==> config.mk <==
export PLATFORM = sky130hd
export DESIGN_NAME = redmule_cfg_regfile
export DESIGN_NICKNAME = d
export VERILOG_FILES = /design/src/rtl/redmule_cfg_regfile.sv
export SDC_FILE = /design/constraint.sdc
export NUM_CORES = 1
export LEC_CHECK = 0
export CAP_MARGIN = 20
export CORE_ASPECT_RATIO = 1.75
export CORE_MARGIN = 8
export CORE_UTILIZATION = 48
export DETAILED_ROUTE_END_ITERATION = 8
export PLACE_DENSITY_LB_ADDON = 0.12
export SLEW_MARGIN = 10
export SYNTH_ARGS = -nofsm -noshare
export SYNTH_HDL_FRONTEND = slang
export SYNTH_SLANG_ARGS = --single-unit
==> constraint.sdc <==
create_clock -name clk_i -period 2.1 [get_ports clk_i]
set_input_delay 0.525 -clock clk_i [delete_from_list [all_inputs] [get_ports clk_i]]
set_output_delay 0.525 -clock clk_i [all_outputs]
set_load 0.05 [all_outputs]
==> src/rtl/redmule_cfg_regfile.sv <==
`default_nettype none
// ============================================================================
// redmule_cfg_regfile : RedMulE periph config regfile, shadow/live banks + job FSM
// Optional macro REDMULE_CFG_READBACK_EN: CFG readback and live alias at 0x80.
// Revision: 1.0
// ============================================================================
module redmule_cfg_regfile #(
  parameter int unsigned SysDataWidth = 32,
  parameter int unsigned NumCfgRegs   = 6,
  parameter int unsigned IdWidth      = 8
) (
  input  logic                               clk_i,
  input  logic                               rst_ni,
  input  logic                               clear_i,
  input  logic                               periph_req_i,
  output logic                               periph_gnt_o,
  input  logic [SysDataWidth-1:0]            periph_add_i,
  input  logic                               periph_wen_i,
  input  logic [SysDataWidth/8-1:0]          periph_be_i,
  input  logic [SysDataWidth-1:0]            periph_data_i,
  input  logic [IdWidth-1:0]                 periph_id_i,
  output logic [SysDataWidth-1:0]            periph_r_data_o,
  output logic                               periph_r_valid_o,
  output logic [IdWidth-1:0]                 periph_r_id_o,
  output logic [NumCfgRegs*SysDataWidth-1:0] cfg_o,
  output logic                               start_o,
  input  logic                               done_i,
  output logic                               evt_o
);

  localparam int unsigned BeWidth     = SysDataWidth / 8;
  localparam logic [7:0]  AddrTrigger = 8'h00;
  localparam logic [7:0]  AddrJobCnt  = 8'h04;
  localparam logic [7:0]  AddrStatus  = 8'h08;
  localparam logic [7:0]  AddrSoftClr = 8'h0C;
  localparam logic [7:0]  CfgBase     = 8'h40;
`ifdef REDMULE_CFG_READBACK_EN
  localparam logic [7:0]  LiveBase    = 8'h80;
`endif

  typedef enum logic [0:0] {
    IDLE    = 1'b0,
    RUNNING = 1'b1
  } state_e;

  state_e state_q, state_d;

  logic [SysDataWidth-1:0] shadow_q [NumCfgRegs];
  logic [SysDataWidth-1:0] shadow_d [NumCfgRegs];
  logic [SysDataWidth-1:0] live_q   [NumCfgRegs];
  logic [SysDataWidth-1:0] live_d   [NumCfgRegs];
  logic                    dirty_q, dirty_d;
  logic [SysDataWidth-1:0] job_cnt_q, job_cnt_d;
  logic                    start_q, start_d;
  logic                    evt_q, evt_d;
  logic                    r_valid_q, r_valid_d;
  logic [IdWidth-1:0]      r_id_q, r_id_d;
  logic [SysDataWidth-1:0] r_data_q, r_data_d;

  logic [7:0]              addr;
  logic                    unused_addr;
  logic                    trig_hit;
  logic                    stall;
  logic                    wr_gnt;
  logic                    rd_gnt;
  logic                    trig_fire;
  logic                    soft_clr;
  logic                    job_done;
  logic [NumCfgRegs-1:0]   cfg_hit;
  logic [SysDataWidth-1:0] status;
  logic [SysDataWidth-1:0] rdata;

  assign addr        = periph_add_i[7:0];
  assign unused_addr = ^periph_add_i[SysDataWidth-1:8];

  // A trigger in RUNNING must wait until the FSM is back in IDLE; no grants in reset.
  assign trig_hit     = (addr == AddrTrigger);
  assign stall        = periph_req_i & ~periph_wen_i & trig_hit & (state_q == RUNNING);
  assign periph_gnt_o = periph_req_i & rst_ni & ~stall;

  assign wr_gnt    = periph_gnt_o & ~periph_wen_i;
  assign rd_gnt    = periph_gnt_o & periph_wen_i;
  assign trig_fire = wr_gnt & trig_hit & (state_q == IDLE);
  assign soft_clr  = wr_gnt & (addr == AddrSoftClr);
  assign job_done  = (state_q == RUNNING) & done_i;

  always_comb begin
    cfg_hit = '0;
    for (int i = 0; i < NumCfgRegs; i++) begin
      cfg_hit[i] = (addr == (CfgBase + 8'(4 * i)));
    end
  end

  assign status = {{(SysDataWidth-2){1'b0}}, dirty_q, (state_q == RUNNING)};

  always_comb begin
    rdata = '0;
    case (addr)
      AddrJobCnt: rdata = job_cnt_q;
      AddrStatus: rdata = status;
      default:    ;
    endcase
`ifdef REDMULE_CFG_READBACK_EN
    for (int i = 0; i < NumCfgRegs; i++) begin
      if (cfg_hit[i]) rdata = shadow_q[i];
      if (addr == (LiveBase + 8'(4 * i))) rdata = live_q[i];
    end
`endif
  end

  always_comb begin
    state_d = state_q;
    case (state_q)
      IDLE:    if (trig_fire) state_d = RUNNING;
      RUNNING: if (done_i)    state_d = IDLE;
      default: state_d = IDLE;
    endcase
    if (soft_clr) state_d = IDLE;
  end

  always_comb begin
    shadow_d  = shadow_q;
    live_d    = live_q;
    dirty_d   = dirty_q;
    job_cnt_d = job_cnt_q;
    start_d   = trig_fire;
    evt_d     = job_done;
    for (int i = 0; i < NumCfgRegs; i++) begin
      if (wr_gnt && cfg_hit[i]) begin
        for (int b = 0; b < BeWidth; b++) begin
          if (periph_be_i[b]) shadow_d[i][8*b +: 8] = periph_data_i[8*b +: 8];
        end
        dirty_d = 1'b1;
      end
    end
    if (trig_fire) begin
      live_d  = shadow_q;
      dirty_d = 1'b0;
    end
    if (job_done) job_cnt_d = job_cnt_q + SysDataWidth'(1);
    // Soft clear wipes everything except the response path, so the clear itself is answered.
    if (soft_clr) begin
      for (int i = 0; i < NumCfgRegs; i++) begin
        shadow_d[i] = '0;
        live_d[i]   = '0;
      end
      dirty_d   = 1'b0;
      job_cnt_d = '0;
      start_d   = 1'b0;
      evt_d     = 1'b0;
    end
  end

  assign r_valid_d = periph_gnt_o;
  assign r_id_d    = periph_gnt_o ? periph_id_i : r_id_q;
  assign r_data_d  = rd_gnt ? rdata : '0;

  always_ff @(posedge clk_i or negedge rst_ni) begin
    if (!rst_ni) begin
      state_q <= IDLE;
    end else if (clear_i) begin
      state_q <= IDLE;
    end else begin
      state_q <= state_d;
    end
  end

  always_ff @(posedge clk_i or negedge rst_ni) begin
    if (!rst_ni) begin
      for (int i = 0; i < NumCfgRegs; i++) begin
        shadow_q[i] <= '0;
        live_q[i]   <= '0;
      end
      dirty_q   <= 1'b0;
      job_cnt_q <= '0;
      start_q   <= 1'b0;
      evt_q     <= 1'b0;
      r_valid_q <= 1'b0;
      r_id_q    <= '0;
      r_data_q  <= '0;
    end else if (clear_i) begin
      for (int i = 0; i < NumCfgRegs; i++) begin
        shadow_q[i] <= '0;
        live_q[i]   <= '0;
      end
      dirty_q   <= 1'b0;
      job_cnt_q <= '0;
      start_q   <= 1'b0;
      evt_q     <= 1'b0;
      r_valid_q <= 1'b0;
      r_id_q    <= '0;
      r_data_q  <= '0;
    end else begin
      shadow_q  <= shadow_d;
      live_q    <= live_d;
      dirty_q   <= dirty_d;
      job_cnt_q <= job_cnt_d;
      start_q   <= start_d;
      evt_q     <= evt_d;
      r_valid_q <= r_valid_d;
      r_id_q    <= r_id_d;
      r_data_q  <= r_data_d;
    end
  end

  generate
    for (genvar i = 0; i < NumCfgRegs; i++) begin : g_cfg_out
      assign cfg_o[i*SysDataWidth +: SysDataWidth] = live_q[i];
    end
  endgenerate

  assign start_o          = start_q;
  assign evt_o            = evt_q;
  assign periph_r_valid_o = r_valid_q;
  assign periph_r_id_o    = r_id_q;
  assign periph_r_data_o  = r_data_q;

endmodule
`default_nettype wire
; ---- Word level (Yosys, flattened, before mapping)
; Index checks and enable logic that the tools add are counted.
[word_totals]
output_inout_bits = 236
inputBits = 82
word_cells = 149
ff_bits = 461
[classes]
addsub = 1
eq_ne = 9
n_mux = 42
reduce_logical = 45
bitwise_logic = 14
[ops]
columns = op, count
row1 = $mux 192, 5
row2 = $mux 32, 11
row3 = $pmux 32 s2, 1
row4 = $eq 8x7->1 const B, 6
row5 = $mux 8, 6
row6 = $reduce_and 2->1, 24
row7 = $reduce_bool 3->1, 12
row8 = $add 32x1->32 const B, 1
row9 = $mux 1, 18
row10 = $eq 8x4->1 const B, 2
row11 = $and 1x1->1, 11
row12 = $reduce_bool 9->1, 1
row13 = $eq 8x3->1 const B, 1
row14 = $logic_not 8->1, 1
row15 = $logic_and 1x1->1, 6
row16 = $not 1->1, 3
row17 = $pmux 1 s2, 1
row18 = $reduce_bool 2->1, 1

; ---- Depth between registers and ports, before layout
; Gate-level depths: netlist of the first run.
[logic_depth]
depth_word = 17
mapped_depth = 7
depth_no_buf = 5

; ---- Least setup slack after synthesis of the first run
; OpenSTA, ideal clock, no wires.
[synth_timing]
kind = input to register
start = in periph_add_i[1]
end = reg live_q, in the netlist cfg_o[0]
path_buffers = 3
setup_slack_ns = -0.313
required_ns = 2.033
path_stages = 7
arrival_ns = 2.346
setup_time_ns = 0.067
path_cell_list = buf_2 > or4_1 > or4_1 > nor3_2 > buf_4 > buf_6 > a22o_1
[synth_between]
elab_chain_len = 9
elab_cells_between_ends = 13
classes_between = 1 x eq/ne / 2 x mux / 8 x bitwise / 2 x reduce/logical
[synth_rtl]
columns = element, line_no
row1 = "start, declared", 17  ; input logic [SysDataWidth-1:0] periph_add_i,
row2 = $logic_not 8->1, 77  ; assign trig_hit = (addr == AddrTrigger);
row3 = $and 1x1->1 (2 in series), 78  ; assign stall = periph_req_i & ~periph_wen_i & trig_hit & (state_q == RUNNING);
row4 = $not 1->1, 79  ; assign periph_gnt_o = periph_req_i & rst_ni & ~stall;
row5 = $and 1x1->1, 79
row6 = $and 1x1->1, 81  ; assign wr_gnt = periph_gnt_o & ~periph_wen_i;
row7 = $and 1x1->1 (on tied branches), "83, 84"
row8 = $and 1x1->1 or $mux 192 (tied branches), "83, 142"
row9 = $reduce_bool 3->1 (no line) or $mux 192 (tied branches), --
row10 = "end signal, assigned", 195  ; live_q <= live_d;
row11 = "end, declared", 50  ; logic [SysDataWidth-1:0] live_q [NumCfgRegs];
; Parallel ways exist; a longest one is shown, timed or not.
; A chain may end at the register's enable or synchronous reset.

; ---- Worst setup path in the final report of the first run
[layout_timing]
start = in periph_add_i[2]
end = reg live_q, in the netlist cfg_o[116]
; The elaborated chain is that of the path after synthesis.

==> results of run 1 <==
final timing paths:
| path | from | end | slack (ns) | cells after the start |
|---|---|---|---|---|
| min in group clk_i | periph_add_i[2] | state_q$_DFF_PN0_ | 0.44 | 4 |
| max in group asynchronous | rst_ni | cfg_o[93]$_DFFE_PN0P_ | 1.08 | 3 |
| min reg2reg | shadow_q[53]$_DFFE_PN0P_ | cfg_o[149]$_DFFE_PN0P_ | 0.49 | 1 |
| min | rst_ni | periph_r_id_o[4]$_DFFE_PN0P_ | 0.007 | 2 |
| max | periph_add_i[2] | cfg_o[116]$_DFFE_PN0P_ | 0.03 | 8 |
| max reg2reg | job_cnt_q[22]$_DFFE_PN0P_ | job_cnt_q[31]$_DFFE_PN0P_ | 0.15 | 4 |
flip-flops by register name, summed over array words and instances (netlist names):
signal	flops
cfg_o	192
periph_r_valid_o	1
job_cnt_q	32
start_o	1
periph_r_data_o	32
dirty_q	1
evt_o	1
state_q	1
shadow_q	192
periph_r_id_o	8
area by class of cell:
class	instances	area (um2)	area share, %
sequential	461	11500	48.6
tap	480	601	2.53
multi-input combinational	869	6010	25.3
clock inverter	17	166	0.701
timing repair buffer	444	4120	17.4
inverter	8	30.0	0.127
clock buffer	58	1260	5.33
power by group through the flow:
stage	sequential, mW	combinational [mW]	clock [mW]
3_3_place_gp	9.06	0.841	0
2_1_floorplan	9.09	0.221	0
4_1_cts	8.89	0.849	8.11
3_5_place_dp	9.06	0.846	0
6_report	8.89	0.839	7.94
5_1_grt	8.88	0.909	8.45
per-layer routing:
metal,routed length [um],track usage (%)
met5,0,0
met4,2340,11.1
met3,2800,3.96
met2,27500,41.3
met1,21400,30.0
layout by cell type, fill, tap and decap left out, types with 3 or more instances in the layout:
| master | netlist | routed |
|---|---|---|
| or4_4 | 0 | 5 |
| mux2i_1 | 104 | 104 |
| xor2_1 | 9 | 9 |
| buf_4 | 12 | 217 |
| clkinv_2 | 0 | 12 |
| a21oi_1 | 88 | 86 |
| clkbuf_2 | 0 | 3 |
| clkbuf_8 | 0 | 9 |
| and2_1 | 32 | 32 |
| clkdlybuf4s50_1 | 0 | 46 |
| buf_12 | 0 | 25 |
| a22o_1 | 224 | 224 |
| and3_1 | 3 | 3 |
| nand3_1 | 82 | 82 |
| inv_1 | 8 | 8 |
| o31ai_1 | 15 | 15 |
| o21ai_0 | 68 | 68 |
| nor2b_1 | 16 | 15 |
| dlygate4sd2_1 | 0 | 128 |
| clkbuf_16 | 0 | 45 |
| a2111oi_0 | 3 | 3 |
| dfrtp_1 | 461 | 461 |
| xnor2_1 | 3 | 3 |
| nor3_1 | 5 | 5 |
| nand4_1 | 26 | 26 |
| clkbuf_1 | 72 | 4 |
| nor2_1 | 125 | 124 |
| buf_6 | 7 | 15 |
| buf_16 | 0 | 7 |
| or4_1 | 20 | 15 |
| and4_1 | 6 | 5 |
| nand2_1 | 13 | 13 |
| bufinv_16 | 0 | 3 |
per-stage QoR:
step	setup slack, ns	total power, mW	cells	area, um2
2_1_floorplan	-0.262	9.31	1453	18100
3_3_place_gp	-0.751	9.90	2244	22100
4_1_cts	-0.0933	17.8	2337	23700
6_report	0.0280	17.7	2337	23700
5_1_grt	-0.0177	18.2	2337	23700
3_5_place_dp	-0.768	9.90	2244	22100
worst register-to-register path: cells and delay by family, from the launching register on:
family / cells / cell delay [ns]
AND/OR/NAND/NOR: 3 / 1.36
flip-flops: 1 / 0.37
AO/OA/AOI/OAI: 1 / 0.15
logic make-up after synthesis:
kind of cell / share of synthesized area [%]
and+or+nand+nor: 9.99
xor gates and xnor gates: 0.583
adders and majority gates: 0.0694
muxes: 5.84
buffers and inverters: 3.21
DFF: 64.0
AOI/OAI and AO/OA: 16.3
what timing repair did:
action | CTS | global route
endpoints found under the setup margin | 320 | 139
cloned | 6 | 0
pin swaps | 17 | 7
setup buffers | 14 | 3
gates resized for setup | 172 | 11
endpoints found under the hold margin | 0 | 0
==> impl_metrics.tcl, run 1 <==
set metrics [dict create \
    status "finished clean" \
    peakVddDrop_mv 0.640 \
    fin_crit_ns 2.07 \
    antenna_found_initial 0 \
    antenna_cells 0 \
    fillers 3006 \
    cts_max_path_buffers 3 \
    clkLatencyLatePin_ns 0.55 \
    gp_congestion 0.863 \
    route.detailed.drc 0 \
    synth_area_leaders "dfrtp_1 64%, a22o_1 11%, mux2i_1 5.8%" \
    crit_slowest_cell "or4_4" \
    wl_per_cell_um 23.1 \
    power_switching_mw 3.94 \
    rsz0062_at_grt "yes" \
    start_kind "input port" \
    wirelength_um 54000 \
    ant_nets 0 \
    ys_seq_area_share_pct 64.0 \
    netSwitchingFraction_pct 22.3 \
    grt.overflow.total 0 \
    synth_flop_cell "dfrtp_1" \
    fin_crit_sh_pct 98.7 \
    crit_buf_inv 4 \
    root_buffer "clkbuf_16" \
    port-buffer-count 293 \
    hold_path.class "in -> async" \
    drv_slew 0 \
    design.final.nets 1910 \
    finalSetupViolCount 0 \
    critPathKind "in -> reg" \
    synth_common_cells "461 x dfrtp_1, 224 x a22o_1, 125 x nor2_1" \
    syn_to_final_growth_pct 31.6 \
    post_drt_via_cell_ratio 5.81 \
    layout-drive-gt1-share_pct 19.5 \
    whs_ns 0.00748 \
    yosysWarnings 0 \
    grt_max_degree 122 \
    yosysMostFrequentCell "dfrtp_1" \
    max_slew.worst_pin.slew_ns 0.851 \
    grt_pass1_wl_um 84800 \
    io_pins 318 \
    max_stage_delay_ns 0.55 \
    pwr-share-clk_pct 44.9 \
    fmax_mhz 483 \
    clk_pin_slew_worst_paths_ns 0.06 \
    required_ns 2.58 \
    cts_sinks 461 \
    syn_area_um2 18000 \
    yosys.area.top_type_share_pct 64.0 \
    hpwl_um 36100 \
    synth_cell_types 45 \
    leakagePower_nw 12.3 \
    power.internal_mw 13.7 \
    cts_tree "done" \
    yosys.area.top_type "dfrtp_1" \
    avgSynthCellArea_um2 12.4 \
    die_h_um 272 \
    core_um2 37300 \
    numCtsBuffers 43 \
    hold_viol 0 \
    num_rows 94 \
    path_max_fanout 14 \
    comb_power_share_pct 4.7 \
    detail_route.first_pass.iterations 6 \
    syn-num-nets 1536 \
    max_slew_margin_pct 43.3 \
    syn_inst 1453 \
    yosys_register_bits 461 \
    die_w_um 162 \
    synth_edf_count 0 \
    drtIter0Drc 867 \
    drv_cap 0 \
    seq_power_share_pct 50.3 \
    async_reset_ff_share_pct 100 \
    tns_ns 0 \
    vias 13600 \
    power_density_nw_per_um2 744 \
    ctsHoldBuffers 0 \
    critPathArrivalTime_ns 2.55 \
    grt_pass1_vias 14500 \
    final_core_util_pct 63.7 \
    setup.worst_path.end_class "flop" \
    track_usage_pct 24.4 \
    htree_levels 2 \
    start_util_pct 48.4 \
    dieArea_um2 44300 \
    cp_cell_sequence "buf_6, or4_4, or4_4, nor3_4, buf_6, buf_12, buf_12, a22o_1" \
    cpLargestDelayFamily "simple AND/OR/NAND/NOR gates" \
    fin_skew_ns 0.00856 \
]
Power figures use the tool's default switching activity.
==> run 2, diff against run 1 <==
Settings changed: CORE_UTILIZATION 48 to 57, DONT_BUFFER_PORTS set to 1.
==> run 2 against run 1 <==
  * The flow now finishes with violations (negative hold slack, negative setup slack)
  * First-iteration DRC count is 17% higher
  * Routed wire length down 9.9%
  * Sequential power barely moved
  * Hold slack worse by 0.32 ns
  * Sequential share of layout area grew 7.8 points
  * Design area is 14% lower
  * Clock skew increased by 0.015 ns
  * Core utilization grew 1.6 points
  * Register-to-register slack worse by 0.08 ns
  * Critical path depth is 4 lower
  * Die area shrank 15%
==> impl_metrics.tcl, run 2 (synthesis results as in run 1) <==
set metrics [dict create \
    antenna_cells 0 \
    status "finished with violations" \
    drv_cap 0 \
    path_max_fanout 465 \
    grt.overflow.total 0 \
    final_cell_mix "461 x dfrtp_1, 224 x a22o_1, 124 x nor2_1" \
    io_pins 318 \
    grt_pass1_wl_um 74600 \
    wirelength_um 48700 \
    fin_crit_ns 2.14 \
    detail_route.first_pass.iterations 5 \
    ant_nets 0 \
    drv_slew 0 \
    numCtsBuffers 41 \
    setup.worst_path.end_class "output port" \
    max_slew.worst_pin.slew_ns 0.910 \
    final_cells 1894 \
    fmax_mhz 467 \
    leakagePower_nw 10.1 \
    max_slew_margin_pct 39.4 \
    finalSetupViolCount 1 \
    fin_skew_ns 0.0238 \
    num_rows 86 \
    syn_to_final_growth_pct 13.4 \
    regArea_um2 11500 \
    grt_pass1_vias 12100 \
    track_usage_pct 25.4 \
    worstReg2RegStart "state_q$_DFF_PN0_" \
    route.detailed.drc 0 \
    fillers 2345 \
    post_drt_via_cell_ratio 6.41 \
    final_core_util_pct 65.3 \
    fin_area_um2 20400 \
    power_density_nw_per_um2 831 \
    whs_ns -0.314 \
    clkLatencyLatePin_ns 0.55 \
    cts_max_path_buffers 3 \
    vias 12100 \
    wl_per_cell_um 25.7 \
    start_kind "input port" \
    r2r_cells 5 \
    layout_setup_ws_ns -0.0433 \
    required_ns 1.57 \
    violations "negative hold slack, negative setup slack" \
    start_util_pct 57.6 \
    placed_area_um2 19000 \
    rsz0062_at_grt "yes" \
    final_common_cell "dfrtp_1" \
    antenna_found_initial 0 \
    die_h_um 251 \
    dieArea_um2 37800 \
    critPathKind "in -> out" \
    hold_viol 461 \
    multiInputGateArea_um2 5990 \
    core_um2 31300 \
    clk_pin_slew_worst_paths_ns 0.06 \
    r2r_end "job_cnt_q[31]$_DFFE_PN0P_" \
    cts_sinks 461 \
    root_buffer "clkbuf_16" \
    gp_congestion 0.903 \
    dp.cells 1817 \
    layout-drive-gt1-share_pct 11.2 \
    htree_levels 2 \
    cts_tree "done" \
    die_w_um 150 \
    hold_path.class "in -> async" \
    hpwl_um 31600 \
    critPathArrivalTime_ns 1.62 \
    r2r_setup_slack_ns 0.07 \
    peakVddDrop_mv 0.734 \
    grt_max_degree 466 \
    drtIter0Drc 1014 \
    port-buffer-count 0 \
    design.final.nets 1553 \
    fin_crit_sh_pct 102 \
]
-- run 2: cell types whose count changed in the layout (fill, tap and decap cells not counted), sizes merged, moves of 2 or more --
cell | previous run | this run
buf | 266 | 88
dlygate4sd2 | 128 | 0
clkdlybuf4s50 | 46 | 0
clkinv | 13 | 7
clkbuf | 61 | 59
-- run 2: per-stage QoR --
step,power [mW],setup WS (ns),TNS [ns]
after floorplan,9.31,-0.262,-72.55
after global placement,9.38,-0.301,-47.96
after detailed placement,9.39,-0.332,-49.98
after CTS,17.1,-0.0171,-0.0171
after global routing,17.5,-0.0124,-0.0124
final,17.0,-0.0433,-0.0433
-- run 2: cell type report --
| type | count | area share (%) |
|---|---|---|
| clock buffer | 59 | 5.90 |
| clock inverter | 12 | 0.802 |
| inverter | 8 | 0.147 |
| multi-input combinational | 869 | 29.3 |
| sequential | 461 | 56.5 |
| tap | 396 | 2.42 |
| timing repair buffer | 89 | 4.94 |
-- run 2: repair_timing --
action	4_1_cts	5_1_grt
cloned	1	0
endpoints found under the setup margin	2	4
pin swaps	1	1
setup buffers	0	5
endpoints found under the hold margin	461	461
gates resized for setup	3	1
-- run 2: layer usage --
| metal | vias to the layer above | wire, um | track usage, % |
|---|---|---|---|
| met5 | - | 0 | 0 |
| met4 | 0 | 1380 | 8.43 |
| met3 | 72 | 3910 | 6.82 |
| met2 | 383 | 25100 | 42.6 |
| met1 | 6340 | 18300 | 31.1 |
| li1 | 5339 | - | - |
-- run 2: worst max path at each step --
stage	start	to	slack, ns	cells past startpoint
2_1_floorplan	periph_add_i[1]	cfg_o[134]$_DFFE_PN0P_	-0.26	7
3_3_place_gp	periph_add_i[1]	cfg_o[27]$_DFFE_PN0P_	-0.30	6
3_5_place_dp	periph_add_i[1]	cfg_o[127]$_DFFE_PN0P_	-0.33	6
4_1_cts	state_q$_DFF_PN0_	periph_gnt_o	-0.02	3
5_1_grt	state_q$_DFF_PN0_	periph_gnt_o	-0.01	3
6_report	rst_ni	periph_gnt_o	-0.04	4
-- run 2: worst max-delay path, stage by stage --
cell and delay, ns:
nand2_1 0.15, buf_4 0.18, a41oi_4 0.25, buf_12 0.19
-- run 2: report_power, final --
group	leakage (nW)	switching [mW]	internal, mW
Clock	0.679	3.26	4.48
Sequential	6.44	0.0349	8.89
Combinational	2.94	0.211	0.0999
Total	10.1	3.51	13.5
